===== src/rtl/cic_pkg.sv =====
// +--------------------------------------------------------------------+
// | cic_pkg : shared widths, defaults and helpers for the CIC decimator |
// | rev 1.0                                                             |
// +--------------------------------------------------------------------+
`default_nettype none

package cic_pkg;

  localparam int MAX_STAGES    = 6;
  localparam int CIC_IN_WIDTH  = 7;
  localparam int CIC_OUT_WIDTH = 16;
  localparam int CIC_STAGES    = 3;
  localparam int CIC_DECIM     = 8;
  localparam int SAMPLE_CNT_W  = 16;

  // Element type written into CIC_data_transferFIFO.
  typedef logic [CIC_OUT_WIDTH-1:0] cic_sample_t;

  function automatic int clog2(input int value);
    int r;
    r = 0;
    for (int i = 0; i < 31; i++) begin
      if ((1 << i) < value) r = i + 1;
    end
    return r;
  endfunction

  // Bit growth of an N-stage, M=1 CIC is N*log2(R).
  function automatic int acc_width(input int in_w, input int stages, input int decim);
    return in_w + stages * clog2(decim);
  endfunction

endpackage

`default_nettype wire


===== src/rtl/cic_comb_stage.sv =====
// +--------------------------------------------------------------------+
// | cic_comb_stage : one M=1 comb section, advancing on a valid token   |
// | rev 1.0                                                             |
// +--------------------------------------------------------------------+
`default_nettype none

module cic_comb_stage #(
  parameter int WIDTH = 16
) (
  input  logic             clock,
  input  logic             reset,
  input  logic             vld_i,
  input  logic [WIDTH-1:0] data_i,
  output logic             vld_o,
  output logic [WIDTH-1:0] data_o
);

  logic [WIDTH-1:0] dly_q;
  logic [WIDTH-1:0] diff_q;
  logic [WIDTH-1:0] diff_d;
  logic             vld_q;

  assign diff_d = data_i - dly_q;

  always_ff @(posedge clock) begin
    if (reset) begin
      dly_q  <= '0;
      diff_q <= '0;
      vld_q  <= 1'b0;
    end else begin
      vld_q <= vld_i;
      if (vld_i) begin
        dly_q  <= data_i;
        diff_q <= diff_d;
      end
    end
  end

  assign vld_o  = vld_q;
  assign data_o = diff_q;

endmodule

`default_nettype wire


===== src/rtl/cic_decimator.sv =====
// +--------------------------------------------------------------------+
// | cic_decimator : N-stage CIC decimator, one strobed output per R in  |
// | rev 1.0                                                             |
// +--------------------------------------------------------------------+
`default_nettype none

module cic_decimator
  import cic_pkg::*;
#(
  parameter int IN_WIDTH  = CIC_IN_WIDTH,
  parameter int OUT_WIDTH = CIC_OUT_WIDTH,
  parameter int STAGES    = CIC_STAGES,
  parameter int DECIM     = CIC_DECIM
) (
  input  logic                    clock,
  input  logic                    reset,
  input  logic                    enable,
  input  logic [IN_WIDTH-1:0]     data_in,
  output logic [OUT_WIDTH-1:0]    data_out,
  output logic                    data_valid,
  output logic [SAMPLE_CNT_W-1:0] sample_cnt
);

  localparam int ACC_W = acc_width(IN_WIDTH, STAGES, DECIM);
  localparam int CNT_W = clog2(DECIM);

  logic [ACC_W-1:0]        integ_q [STAGES];
  logic [ACC_W-1:0]        integ_d [STAGES];
  logic [CNT_W-1:0]        dec_cnt_q;
  logic [CNT_W-1:0]        dec_cnt_d;
  logic                    strobe;
  logic [ACC_W-1:0]        dec_reg_q;
  logic                    dec_vld_q;

  logic [ACC_W-1:0]        comb_data [STAGES+1];
  logic                    comb_vld  [STAGES+1];

  logic [OUT_WIDTH-1:0]    out_d;
  logic [OUT_WIDTH-1:0]    data_out_q;
  logic                    data_valid_q;
  logic [SAMPLE_CNT_W-1:0] sample_cnt_q;

  // Each integrator adds the previous stage's pre-update value (registered chain).
  always_comb begin
    for (int k = 0; k < STAGES; k++) integ_d[k] = integ_q[k];
    if (enable) begin
      integ_d[0] = integ_q[0] + ACC_W'(data_in);
      for (int k = 1; k < STAGES; k++) integ_d[k] = integ_q[k] + integ_q[k-1];
    end
  end

  // DECIM is a power of two, so the counter wraps naturally.
  assign dec_cnt_d = enable ? dec_cnt_q + 1'b1 : dec_cnt_q;
  assign strobe    = enable && (dec_cnt_q == CNT_W'(DECIM - 1));

  always_ff @(posedge clock) begin
    if (reset) begin
      for (int k = 0; k < STAGES; k++) integ_q[k] <= '0;
      dec_cnt_q <= '0;
      dec_reg_q <= '0;
      dec_vld_q <= 1'b0;
    end else begin
      for (int k = 0; k < STAGES; k++) integ_q[k] <= integ_d[k];
      dec_cnt_q <= dec_cnt_d;
      dec_vld_q <= strobe;
      if (strobe) dec_reg_q <= integ_q[STAGES-1];
    end
  end

  assign comb_data[0] = dec_reg_q;
  assign comb_vld[0]  = dec_vld_q;

  for (genvar s = 0; s < STAGES; s++) begin : g_comb
    cic_comb_stage #(
      .WIDTH (ACC_W)
    ) u_comb (
      .clock  (clock),
      .reset  (reset),
      .vld_i  (comb_vld[s]),
      .data_i (comb_data[s]),
      .vld_o  (comb_vld[s+1]),
      .data_o (comb_data[s+1])
    );
  end

  if (ACC_W >= OUT_WIDTH) begin : g_out_msb
    assign out_d = comb_data[STAGES][ACC_W-1 -: OUT_WIDTH];
  end else begin : g_out_zext
    assign out_d = OUT_WIDTH'(comb_data[STAGES]);
  end

  always_ff @(posedge clock) begin
    if (reset) begin
      data_out_q   <= '0;
      data_valid_q <= 1'b0;
      sample_cnt_q <= '0;
    end else begin
      data_valid_q <= comb_vld[STAGES];
      if (comb_vld[STAGES]) begin
        data_out_q   <= out_d;
        sample_cnt_q <= sample_cnt_q + 1'b1;
      end
    end
  end

  assign data_out   = data_out_q;
  assign data_valid = data_valid_q;
  assign sample_cnt = sample_cnt_q;

endmodule

`default_nettype wire


===== config.mk =====
export PLATFORM = sky130hd
export DESIGN_NAME = cic_decimator
export DESIGN_NICKNAME = d
export VERILOG_FILES = /design/src/rtl/cic_pkg.sv /design/src/rtl/cic_comb_stage.sv /design/src/rtl/cic_decimator.sv
export SDC_FILE = /design/constraint.sdc
export NUM_CORES = 1
export LEC_CHECK = 0
export ABC_AREA = 1
export ABC_CLOCK_PERIOD_IN_PS = 2000
export CORE_ASPECT_RATIO = 1.2
export CORE_UTILIZATION = 62
export DETAILED_ROUTE_END_ITERATION = 16
export PLACE_DENSITY = 0.79
export REMOVE_ABC_BUFFERS = 1
export SYNTH_ARGS = -nofsm -noshare
export SYNTH_HDL_FRONTEND = slang
export SYNTH_SLANG_ARGS = --single-unit

===== constraint.sdc =====
create_clock -name clock -period 2 [get_ports clock]
set_input_delay 0.4 -clock clock [delete_from_list [all_inputs] [get_ports clock]]
set_output_delay 0.4 -clock clock [all_outputs]
set_load 0.01 [all_outputs]

==> Implementation_results.wiki, run 1 <==
{| class="wikitable"
! Metric !! Value
|-
| Run status || complete, no violations
|-
| Max Cap Viol || 0
|-
| Upper clock frequency limit || 538 MHz
|-
| Number of iterations in the first detailed-routing pass || 5
|-
| Final routed wirelength across all metal layers || 27,800 um
|-
| Final routed DRC violation total || 0
|-
| Multi-input gate area in the final layout || ~0.0066 mm2
|-
| Worst hold-check path type || in2reg
|-
| Final Slew Violations || 0
|-
| Category of the most critical setup path || in2reg
|-
| Cells along the critical path || clkdlybuf4s50_1, ha_1, fa_1, nand2_1, nand2_1, nand3_1, nand2_1, nand3_1, nand2_1, nand2_1, nor2_1
|-
| Crit path capture type || register
|-
| Number of gates on the worst path with buffers counted || 11
|-
| Min Clock Period, post-route || 1860 ps
|-
| Sequential standard cell area || 0.00400 mm2
|-
| HPWL reported at the end of detailed placement || 20,700 um
|-
| Synth cell types || 35
|-
| Post-synthesis instance area || 0.0123 mm2
|-
| Setup-failing EPs final || 0
|-
| Worst-case vdd ir drop || 580 uV
|-
| Global-route wire length before repair || roughly 48,000 um
|-
| Area of the placeable core || 0.0195 mm2
|-
| Count of routing violations after the opening detailed-route iteration || 530
|-
| DP Worst Slack || -301 ps
|-
| Post-synthesis area per instance || around 6.3 um2
|-
| CP max-delay cell || clkdlybuf4s50_1
|-
| Buffers added on ports || 42
|-
| Count of fill cells added during filler insertion || 1,767
|-
| Total I/O pin count || 43
|-
| Mapped Cells || 1,941
|-
| Headroom to the max-slew limit || 0.535
|-
| Flop2flop setup slack || 160 ps
|-
| Tcrit/Tclk final || 0.930
|-
| Non-Filler Cell Area, Final || 0.0136 mm2
|-
| Total power || around 8.6 mW
|-
| Via density per instance || 5.18
|-
| Cell seen most often among critical-path stages || nand2_1
|-
| Routed wirelength normalized by instance count || 12.4 um
|-
| Setup repair after global routing missed its margin || false
|-
| Clock transition time at the flip-flop clock pins of the worst setup and hold paths || ~80 ps
|-
| Initial antenna violation count || 0
|-
| Maximum number of pins on one net before global-route repair || 86
|-
| Horiz. Die Dim || ~130 um
|-
| H-tree Lvls || 4
|-
| Share of final-layout standard cells stronger than drive strength 1 || 0.0439
|-
| Required time of the critical path || 2350 ps
|-
| Timing endpoint of the critical path || integ_q[0][14]
|-
| Startpoint of the most critical register-to-register path || integ_q[0][0]
|-
| Static leakage || 7.15 nW
|-
| Initial Utilization || 0.631
|-
| Power density relative to cell area || around 630 mW/mm2
|-
| Total buffers and inverters traversed by the critical path || 1
|-
| Area Growth Syn to Fin || 10.9%
|-
| Vias in the first global route || 10,800
|-
| Total number of placement rows || 56
|-
| TritonCTS clock tree || yes
|-
| Origin of the worst setup path || data_in[0]
|-
| Synthesis-stage register bit count || 200
|-
| Final-stage net count || 2,069
|-
| RD Place Congestion || 0.885
|-
| Hold Violations, Final || 0
|-
| Remaining global-route overflow || 0
|-
| Slack of the critical path || 141 ps
|-
| Sequential area share after synthesis || 0.326
|-
| Startpoint class of the critical path || input port
|-
| Clock latency at the later pin of the worst-skew pair || 440 ps
|-
| Overall global routing resource usage || 0.288
|-
| CTS sink cnt || 200
|-
| Delay of the slowest critical-path stage || 410 ps
|-
| Post-CTS setup buffer count || 0
|-
| Cts bufs inserted || 17
|-
| Final worst clock skew || 12.1 ps
|-
| Synth Warn # || 0
|-
| Arrival time at the worst endpoint || 2200 ps
|-
| Buffer levels on the longest clock path || 2
|-
| Total Die Area || 0.0204 mm2
|-
| Worst r2r path cells || 11
|-
| Placed instance area || 0.0130 mm2
|-
| Maximum fanout count along the critical path || 6
|-
| Via count || 11,600
|-
| Root buffer cell || clkbuf_16
|-
| Number of antenna diodes || 0
|-
| ANT nets after route || 0
|-
| Transition at the pin with the smallest max-transition slack || 696 ps
|-
| Die Height || 156 um
|-
| Cell family contributing the most delay on the critical path || simple AND/OR/NAND/NOR gates
|-
| Endpoint of the worst-slack reg-to-reg timing path || integ_q[0][28]
|}
==> Yosys cell counts <==
| cell type | count | share of area |
|---|---|---|
| nor3_4 | 1 | 0.0013 |
| clkbuf_1 | 41 | 0.013 |
| or2_0 | 2 | 0.0010 |
| o211ai_1 | 9 | 0.0055 |
| nand4_1 | 13 | 0.0066 |
| nand3_2 | 2 | 0.0016 |
| dfxtp_1 | 200 | 0.33 |
| xnor2_1 | 9 | 0.0064 |
| nor2_4 | 2 | 0.0018 |
| nand3b_1 | 1 | 0.00061 |
| o21ai_1 | 2 | 0.00081 |
| a21oi_1 | 158 | 0.064 |
| a31oi_1 | 2 | 0.0010 |
| inv_1 | 381 | 0.12 |
| o21ai_0 | 133 | 0.054 |
| xor2_1 | 24 | 0.017 |
| o21a_1 | 2 | 0.0012 |
| fa_1 | 6 | 0.0098 |
| and2_1 | 2 | 0.0010 |
| o21bai_1 | 2 | 0.0012 |
| nand4_2 | 2 | 0.0020 |
| ha_1 | 85 | 0.087 |
| nor3_1 | 21 | 0.0086 |
| nand3_1 | 122 | 0.050 |
| nor2_2 | 1 | 0.00051 |
| and3_1 | 1 | 0.00051 |
| nand2_2 | 2 | 0.0010 |
| or2_2 | 4 | 0.0020 |
| buf_2 | 11 | 0.0045 |
| nor4_1 | 2 | 0.0010 |
| inv_2 | 3 | 0.00092 |
| nor2_1 | 213 | 0.065 |
| nand2_1 | 476 | 0.15 |
| buf_1 | 5 | 0.0015 |
| clkinv_1 | 1 | 0.00031 |
==> what timing repair did <==
item / CTS / global route
endpoints found under the setup margin: 0 / 12
hold buffers: 0 / 0
resized for setup: 0 / 12
==> placed cells by master, fill, tap and decap left out, drive strengths merged, types with 19 or more instances in the layout <==
master / instances
ha: 85
buf: 25
nand2: 478
xor2: 24
o21ai: 135
a21oi: 158
clkdlybuf4s50: 40
nor3: 22
dfxtp: 200
clkbuf: 19
nor2: 216
inv: 389
nand3: 124
==> registers in the layout, indices dropped and copies added (netlist names) <==
signal / flops
g_comb.u_comb.vld_o: 3
g_comb.u_comb.dly_q: 48
dec_cnt_q: 3
dec_reg_q: 16
data_valid: 1
g_comb.u_comb.data_o: 48
dec_vld_q: 1
integ_q: 48
data_out: 16
sample_cnt: 16
==> power breakdown <==
group	switching [mW]	internal, mW
registers	0.0870	4.07
logic	0.636	0.385
clock network	1.68	1.72
==> metrics by stage <==
step           hold WS, ps   util  TNS [ps]  cells
2_1_floorplan          436      -    -21740   1884
3_3_place_gp           445  0.668      -908   2210
3_5_place_dp           452  0.668     -2050   2210
4_1_cts                423  0.698         0   2242
5_1_grt                441  0.700         0   2242
6_report               430  0.700         0   2242
==> layout make-up <==
| class | instances | area share |
|---|---|---|
| Multi-Input combinational cell | 1299 | 0.488 |
| Sequential cell | 200 | 0.294 |
| Inverter | 385 | 0.106 |
| Timing Repair Buffer | 65 | 0.0455 |
| Clock buffer | 19 | 0.0332 |
| Tap cell | 261 | 0.0240 |
| Clock inverter | 13 | 0.00955 |
==> metal layers <==
metal  track usage  vias to the layer above  part of all wire
met2         0.549                      188              0.53
li1              -                     6101                 -
met1         0.322                     5272              0.42
met5             0                        -                 0
met4         0.104                        0             0.025
met3        0.0362                       50             0.026
==> logic make-up after synthesis <==
logic type                 Yosys count  share of synthesized area
DFF                                200                      0.326
AOI/OAI and AO/OA                  308                      0.128
adders and majority gates           91                     0.0963
buffers and inverters              442                      0.136
xor gates and xnor gates            33                     0.0235
and+or+nand+nor                    867                      0.290
==> worst min-delay path, cell delays in order <==
cell and delay [ps]:
buf_2 120, inv_2 140, nor2_1 120, nor2_1 50
==> worst min path at each step <==
stage,slack (ps),cells past startpoint,end,startpoint
final,430,4,integ_q[0][0],enable
after global routing,440,4,integ_q[0][0],enable
after CTS,420,4,integ_q[0][0],enable
after detailed placement,450,2,g_comb[2].u_comb.dly_q[5],g_comb[2].u_comb.dly_q[5]
after global placement,450,2,g_comb[0].u_comb.dly_q[14],g_comb[0].u_comb.dly_q[14]
after floorplan,440,2,data_out[2],g_comb[2].u_comb.data_o[2]
Power figures use the tool's default switching activity.
==> inputs of run 2 (changes only) <==
--- a/config.mk
+++ b/config.mk
@@ -7,11 +7,11 @@
 export LEC_CHECK = 0
 export ABC_AREA = 1
 export ABC_CLOCK_PERIOD_IN_PS = 2000
-export CORE_ASPECT_RATIO = 1.2
 export CORE_UTILIZATION = 62
 export DETAILED_ROUTE_END_ITERATION = 16
 export PLACE_DENSITY = 0.79
 export REMOVE_ABC_BUFFERS = 1
 export SYNTH_ARGS = -nofsm -noshare
 export SYNTH_HDL_FRONTEND = slang
+export SYNTH_HIERARCHICAL = 1
 export SYNTH_SLANG_ARGS = --single-unit
==> run 2 against run 1 <==
  * Sequential power hardly changed
  * Die area is 1.6% higher
  * Clock skew is 1.3 ps lower
  * Largest power group unchanged
==> Implementation_results.wiki, run 2 <==
{| class="wikitable"
! Metric !! Value
|-
| Run status || complete, no violations (unchanged)
|-
| Commonest cells post-synth || 447 x nand2_1, 353 x inv_1, 248 x nor2_1 (was 476 x nand2_1, 381 x inv_1, 213 x nor2_1)
|-
| ANT nets after route || 0 (unchanged)
|-
| Cell family contributing the most delay on the critical path || buffers and inverters (was simple AND/OR/NAND/NOR gates)
|-
| Global-route wire length before repair || 46,900 um (was 47,600 um)
|-
| Initial Utilization || 0.638 (was 0.631)
|-
| Crit path capture type || output pin (was register)
|-
| Synthesis-stage register bit count || 200 (unchanged)
|-
| Routed wirelength normalized by instance count || 12.3 um (was 12.4 um)
|-
| CP max-delay cell || clkdlybuf4s50_1 (unchanged)
|-
| Min Clock Period, post-route || 1890 ps (was 1860 ps)
|-
| Category of the most critical setup path || reg2out (was in2reg)
|-
| Setup repair after global routing missed its margin || false (unchanged)
|-
| Cells along the critical path || clkdlybuf4s50_1 (was clkdlybuf4s50_1, ha_1, fa_1, nand2_1, nand2_1, nand3_1, nand2_1, nand3_1, nand2_1, nand2_1, nor2_1)
|-
| Final worst clock skew || 10.8 ps (was 12.1 ps)
|-
| Vias in the first global route || 10,500 (was 10,800)
|-
| Tcrit/Tclk final || 0.947 (was 0.930)
|-
| Required time of the critical path || 1600 ps (was 2350 ps)
|-
| RD Place Congestion || 0.924 (was 0.885)
|-
| Placed instance area || 0.0132 mm2 (was 0.0130 mm2)
|-
| Hold Worst Slack || 334 ps (was 430 ps)
|-
| Overall global routing resource usage || 0.280 (was 0.288)
|-
| Flop2flop setup slack || 160 ps (about the same)
|-
| Share of final-layout standard cells stronger than drive strength 1 || 0.0715 (was 0.0439)
|-
| Via density per instance || 5.16 (was 5.18)
|-
| Dominant cell by count in the synthesized netlist || nand2_1 (unchanged)
|-
| Synth cell types || 39 (was 35)
|-
| Fraction of synthesis flops using an asynchronous set or reset pin || 0 (unchanged)
|-
| Arrival time at the worst endpoint || 1490 ps (was 2200 ps)
|-
| Startpoint class of the critical path || register (was input port)
|-
| Proportion of synthesized area in mux cells || 0 (unchanged)
|-
| Main combinational cell family by area after synthesis || simple AND/OR/NAND/NOR gates (unchanged)
|-
| Final core area utilization || 0.705 (was 0.700)
|-
| Slack of the critical path || 106 ps (was 141 ps)
|-
| Clock transition time at the flip-flop clock pins of the worst setup and hold paths || 70 ps (was 80 ps)
|-
| Headroom to the max-slew limit || 0.462 (was 0.535)
|-
| Count of fill cells added during filler insertion || 1,694 (was 1,767)
|-
| Final routed DRC violation total || 0 (unchanged)
|-
| Buffer levels on the longest clock path || 2 (unchanged)
|-
| Simple logic cell fraction of the synthesized area || 0.309 (was 0.290)
|-
| Worst hold-check path type || in2reg (unchanged)
|-
| Total number of placement rows || 51 (was 56)
|-
| Post-synthesis area per instance || 6.43 um2 (was 6.33 um2)
|-
| Commonest cells after routing, fill and taps aside || 447 x nand2_1, 352 x inv_1, 248 x nor2_1 (was 473 x nand2_1, 380 x inv_1, 213 x nor2_1)
|-
| Area fraction of the dominant cell type after synthesis || 0.320 (was 0.326)
|-
| Hold Crit Start || enable (unchanged)
|-
| Origin of the worst setup path || sample_cnt[9] (was data_in[0])
|-
| Startpoint of the most critical register-to-register path || dec_reg_q[0] (was integ_q[0][0])
|-
| Sequential area share after synthesis || 0.320 (was 0.326)
|-
| Total buffers and inverters traversed by the critical path || 1 (unchanged)
|-
| Area Growth Syn to Fin || 10.5% (was 10.9%)
|-
| XOR/XNOR share of the synthesized area || 0.0252 (was 0.0235)
|-
| Most frequently used flop master after synthesis || dfxtp_1 (unchanged)
|-
| Synth Warn # || 6 (was 0)
|-
| Number of iterations in the first detailed-routing pass || 5 (unchanged)
|-
| Area share of fa/ha/maj cells after synthesis || 0.0947 (was 0.0963)
|-
| Remaining global-route overflow || 0 (unchanged)
|-
| HPWL reported at the end of detailed placement || 20,500 um (was 20,700 um)
|-
| Maximum fanout count along the critical path || 8 (was 6)
|-
| Total Die Area || 0.0207 mm2 (was 0.0204 mm2)
|-
| Root buffer cell || clkbuf_16 (unchanged)
|-
| Most common cell after layout, fill and taps aside || nand2_1 (unchanged)
|-
| Buffers added on ports || 42 (unchanged)
|-
| Via count || 11,600 (about the same)
|-
| Post-synthesis instance area || 0.0125 mm2 (was 0.0123 mm2)
|-
| DP Worst Slack || -293 ps (was -301 ps)
|-
| Maximum number of pins on one net before global-route repair || 40 (was 86)
|-
| Number of antenna diodes || 0 (unchanged)
|-
| Non-Filler Cell Area, Final || 0.0138 mm2 (was 0.0136 mm2)
|-
| Area fraction in compound gates after synthesis || 0.119 (was 0.128)
|-
| Cts bufs inserted || 17 (unchanged)
|-
| Mapped Cells || 1,942 (was 1,941)
|-
| Final-stage net count || 2,075 (was 2,069)
|-
| Initial antenna violation count || 0 (unchanged)
|-
| Final routed wirelength across all metal layers || 27,700 um (was 27,800 um)
|-
| Total negative setup slack || 0 ps (unchanged)
|-
| Delay of the slowest critical-path stage || 600 ps (was 410 ps)
|-
| Die Height || 144 um (was 156 um)
|-
| Area of the placeable core || 0.0196 mm2 (was 0.0195 mm2)
|-
| H-tree Lvls || 4 (unchanged)
|-
| Max Cap Viol || 0 (unchanged)
|-
| Static leakage || 7.17 nW (was 7.15 nW)
|-
| Transition at the pin with the smallest max-transition slack || 806 ps (was 696 ps)
|-
| Horiz. Die Dim || 144 um (was 131 um)
|-
| Total I/O pin count || 43 (unchanged)
|-
| Worst-case vdd ir drop || 578 uV (was 580 uV)
|-
| Count of routing violations after the opening detailed-route iteration || 634 (was 530)
|-
| Final Slew Violations || 0 (unchanged)
|-
| Cell taking the most area after synthesis || dfxtp_1 (unchanged)
|-
| Hold Violations, Final || 0 (unchanged)
|-
| Upper clock frequency limit || 528 MHz (was 538 MHz)
|-
| Clock latency at the later pin of the worst-skew pair || 430 ps (was 440 ps)
|-
| Power density relative to cell area || 627 mW/mm2 (was 629 mW/mm2)
|-
| Ranking of synthesized cells by area || dfxtp_1 32%, nand2_1 13%, inv_1 11% (was dfxtp_1 33%, nand2_1 15%, inv_1 12%)
|-
| TritonCTS clock tree || yes (unchanged)
|-
| Post-synth EDFFs || 0 (unchanged)
|-
| CTS sink cnt || 200 (unchanged)
|-
| Cts-stage hold buffer count || 0 (unchanged)
|-
| Setup-failing EPs final || 0 (unchanged)
|}
[run 2: path summary, 6_finish.rpt]
| path | to | cells past startpoint |
|---|---|---|
| max | sample_cnt[9] | 1 |
| min | dec_cnt_q[1] | 4 |
| max reg2reg | g_comb[0].u_comb/data_o[8] | 11 |
| min reg2reg | g_comb[2].u_comb/dly_q[7] | 2 |
[run 2: routing by layer]
layer | global-route usage | part of all wire | vias to the layer above
met3 | 0.0383 | 0.034 | 33
li1 | - | - | 6093
met4 | 0.0823 | 0.017 | 0
met2 | 0.499 | 0.49 | 209
met5 | 0 | 0 | -
met1 | 0.348 | 0.46 | 5272
[run 2: metrics by stage]
| step | instances | power [mW] |
|---|---|---|
| detailed placement | 2217 | 5.28 |
| global placement | 2217 | 5.24 |
| CTS | 2248 | 8.72 |
| finish | 2251 | 8.66 |
| global route | 2251 | 9.06 |
| floorplan | 1886 | 4.97 |
[run 2: cell type report]
type                            count  area, um2  area share
Sequential cell                   200       4000       0.290
Timing Repair inverter              1       7.51    0.000544
Timing Repair Buffer               68        631      0.0457
Multi-Input combinational cell   1319       6870       0.498
Clock inverter                     12        139      0.0101
Inverter                          367       1380       0.100
Tap cell                          265        332      0.0240
Clock buffer                       19        443      0.0321
[run 2: timing repair]
action,4_1_cts,5_1_grt
buffers inserted,0,2
resized for setup,0,8
setup endpoints to repair,0,23
endpoints found under the hold margin,0,0
[run 2: cell families after synthesis]
family                     after synthesis
xor gates and xnor gates                36
buffers and inverters                  423
adders and majority gates               91
and+or+nand+nor                        907
DFF                                    200
AOI/OAI and AO/OA                      285
[run 2: report_power, final]
group / leakage (nW) / internal (mW) / switching, mW / total, mW
registers: 1.62 / 4.07 / 0.0962 / 4.17
clock network: 0.279 / 1.89 / 1.56 / 3.45
logic: 5.27 / 0.401 / 0.639 / 1.04
total: 7.17 / 6.36 / 2.30 / 8.66
==> inputs of run 3 (changes only) <==
--- a/config.mk
+++ b/config.mk
@@ -6,7 +6,7 @@
 export NUM_CORES = 1
 export LEC_CHECK = 0
 export ABC_AREA = 1
-export ABC_CLOCK_PERIOD_IN_PS = 2000
+export ABC_CLOCK_PERIOD_IN_PS = 1900
 export CORE_UTILIZATION = 62
 export DETAILED_ROUTE_END_ITERATION = 16
 export PLACE_DENSITY = 0.79
==> constraint.sdc (replaced) <==
create_clock -name clock -period 1.9 [get_ports clock]
set_input_delay 0.38 -clock clock [delete_from_list [all_inputs] [get_ports clock]]
set_output_delay 0.38 -clock clock [all_outputs]
set_load 0.01 [all_outputs]
==> run 3 against run 2 <==
  * Hold slack improved by 120 ps
  * Sequential share of layout area decreased by 0.11 points
  * Combinational power increased by 7%
  * Non-clock buffer count increased by 4
  * Largest power group unchanged
  * Critical endpoint is now sample_cnt[13]
  * Highest routed layer unchanged
  * Largest cell class unchanged
  * Cell area increased by 0.53%
==> Implementation_results.wiki, run 3 (same netlist as run 2, synthesis figures left out) <==
{| class="wikitable"
! Metric !! Value
|-
| Run status || complete, no violations (unchanged)
|-
| Startpoint class of the critical path || register (unchanged)
|-
| Static leakage || 7.19 nW (was 7.17 nW)
|-
| Initial antenna violation count || 0 (unchanged)
|-
| Final routed DRC violation total || 0 (unchanged)
|-
| Final Slew Violations || 0 (unchanged)
|-
| Clock latency at the later pin of the worst-skew pair || 430 ps (about the same)
|-
| HPWL reported at the end of detailed placement || 20,500 um (about the same)
|-
| Combinational group share of total power || 0.120 (about the same)
|-
| Maximum fanout count along the critical path || 4 (was 8)
|-
| Clock transition time at the flip-flop clock pins of the worst setup and hold paths || 80 ps (was 70 ps)
|-
| Final-stage net count || 2,079 (was 2,075)
|-
| Share of final-layout standard cells stronger than drive strength 1 || 0.0819 (was 0.0715)
|-
| Number of iterations in the first detailed-routing pass || 6 (was 5)
|-
| Most common cell after layout, fill and taps aside || nand2_1 (unchanged)
|-
| Max Cap Viol || 0 (unchanged)
|-
| Count of fill cells added during filler insertion || 1,691 (was 1,694)
|-
| Worst-case vdd ir drop || 575 uV (was 578 uV)
|-
| Cells along the critical path || clkdlybuf4s50_1 (unchanged)
|-
| Final worst clock skew || 14.8 ps (was 10.8 ps)
|-
| Global-route wire length before repair || 47,100 um (was 46,900 um)
|-
| Power density relative to cell area || 664 mW/mm2 (was 627 mW/mm2)
|-
| Switching portion of total power || 0.272 (was 0.265)
|-
| Routed wirelength normalized by instance count || 12.3 um (about the same)
|-
| Cts-stage hold buffer count || 0 (unchanged)
|-
| Worst hold-check path type || in2reg (unchanged)
|-
| CTS sink cnt || 200 (unchanged)
|-
| Commonest cells after routing, fill and taps aside || 446 x nand2_1, 352 x inv_1, 248 x nor2_1 (was 447 x nand2_1, 352 x inv_1, 248 x nor2_1)
|-
| TritonCTS clock tree || yes (unchanged)
|-
| Final routed wirelength across all metal layers || 27,800 um (was 27,700 um)
|-
| Buffers added on ports || 42 (unchanged)
|-
| Delay of the slowest critical-path stage || 590 ps (was 600 ps)
|-
| Via count || 11,600 (about the same)
|-
| CP max-delay cell || clkdlybuf4s50_1 (unchanged)
|-
| Area Growth Syn to Fin || 11.1% (was 10.5%)
|-
| Initial Utilization || 0.638 (unchanged)
|-
| Cell family contributing the most delay on the critical path || buffers and inverters (unchanged)
|-
| Via density per instance || 5.12 (was 5.16)
|-
| Hold Worst Slack || 453 ps (was 334 ps)
|-
| Net switching power || 2.51 mW (was 2.30 mW)
|-
| Horiz. Die Dim || 144 um (unchanged)
|-
| Category of the most critical setup path || reg2out (unchanged)
|-
| Hold Violations, Final || 0 (unchanged)
|-
| Number of antenna diodes || 0 (unchanged)
|-
| ANT nets after route || 0 (unchanged)
|-
| Vias in the first global route || 10,500 (about the same)
|-
| Headroom to the max-slew limit || 0.476 (was 0.462)
|-
| Transition at the pin with the smallest max-transition slack || 786 ps (was 806 ps)
|-
| Root buffer cell || clkbuf_16 (unchanged)
|-
| Arrival time at the worst endpoint || 1430 ps (was 1490 ps)
|-
| Total number of placement rows || 51 (unchanged)
|-
| Overall global routing resource usage || 0.279 (was 0.280)
|-
| Remaining global-route overflow || 0 (unchanged)
|-
| Tcrit/Tclk final || 0.955
|-
| Final core area utilization || 0.708 (was 0.705)
|-
| Die Height || 144 um (unchanged)
|-
| Total I/O pin count || 43 (unchanged)
|-
| Flop2flop setup slack || 110 ps (was 160 ps)
|-
| Buffer levels on the longest clock path || 2 (unchanged)
|-
| Setup-failing EPs final || 0 (unchanged)
|-
| Crit path capture type || output pin (unchanged)
|-
| Maximum number of pins on one net before global-route repair || 35 (was 40)
|-
| Cts bufs inserted || 17 (unchanged)
|-
| Total buffers and inverters traversed by the critical path || 1 (unchanged)
|-
| Required time of the critical path || 1520 ps (was 1600 ps)
|-
| Sequential share of power || 0.476 (was 0.481)
|-
| RD Place Congestion || 0.913 (was 0.924)
|-
| Total power || 9.21 mW (was 8.66 mW)
|-
| Min Clock Period, post-route || 1810 ps
|-
| Upper clock frequency limit || 551 MHz
|-
| Area of the placeable core || 0.0196 mm2 (unchanged)
|-
| Total Die Area || 0.0207 mm2 (unchanged)
|-
| Internal power summed over all cells || 6.70 mW (was 6.36 mW)
|-
| H-tree Lvls || 4 (unchanged)
|-
| Total negative setup slack || 0 ps (unchanged)
|-
| Count of routing violations after the opening detailed-route iteration || 614 (was 634)
|-
| Clock share of power || 0.404 (was 0.399)
|}
==> run 3: worst register-to-register path: cells and delay by family (launching register included) <==
family,cells,cell delay [ps]
adders and majority gates,2,590
DFF,1,340
buffers and inverters,4,320
and+or+nand+nor,2,190
xor gates and xnor gates,1,190
AOI/OAI and AO/OA,1,100
==> run 3: metal layers <==
layer	routed length (um)	up-vias	global-route usage	share of wire
met2	13200	195	0.489	0.47
met3	892	33	0.0390	0.032
li1	-	6111	-	-
met1	13200	5214	0.355	0.48
met5	0	-	0	0
met4	473	0	0.0784	0.017
==> run 3: worst paths after layout <==
check,cells past startpoint,startpoint,endpoint
worst max-delay path,1,sample_cnt[13],sample_cnt[13]
worst min-delay path,4,enable,dec_cnt_q[2]
worst max register to register,10,dec_reg_q[0],g_comb[0].u_comb/data_o[4]
worst min register to register,2,g_comb[2].u_comb/dly_q[3],g_comb[2].u_comb/dly_q[3]
==> run 3: cell type report <==
type                       count  area, um2  area share
tap                          265        332      0.0239
timing repair inverter         1       7.51    0.000541
timing repair buffer          72        636      0.0458
inverter                     367       1380      0.0995
multi-input combinational   1319       6920       0.498
sequential                   200       4010       0.289
clock inverter                13        163      0.0117
clock buffer                  19        433      0.0312
==> run 3: repair_timing <==
item / in CTS / in global routing
resized for setup: 2 / 24
setup endpoints to repair: 2 / 35
buffers inserted: 0 / 2
pin swaps: 0 / 1
gates cloned: 0 / 1
==> run 3: through the flow <==
step,instances,worst slack (ps),instance area [um2]
2_1_floorplan,1886,180,12200
3_3_place_gp,2221,-334,13200
3_5_place_dp,2221,-364,13200
4_1_cts,2253,13.9,13800
5_1_grt,2256,-20.0,13900
6_report,2256,85.3,13900
==> run 3: power by group through the flow <==
| stage | clock, mW | sequential (mW) | combinational, mW |
|---|---|---|---|
| after floorplan | 0 | 4.44 | 0.790 |
| after global placement | 0 | 4.48 | 1.04 |
| after detailed placement | 0 | 4.48 | 1.07 |
| after CTS | 3.76 | 4.38 | 1.08 |
| after global routing | 3.95 | 4.39 | 1.27 |
| final | 3.72 | 4.38 | 1.11 |
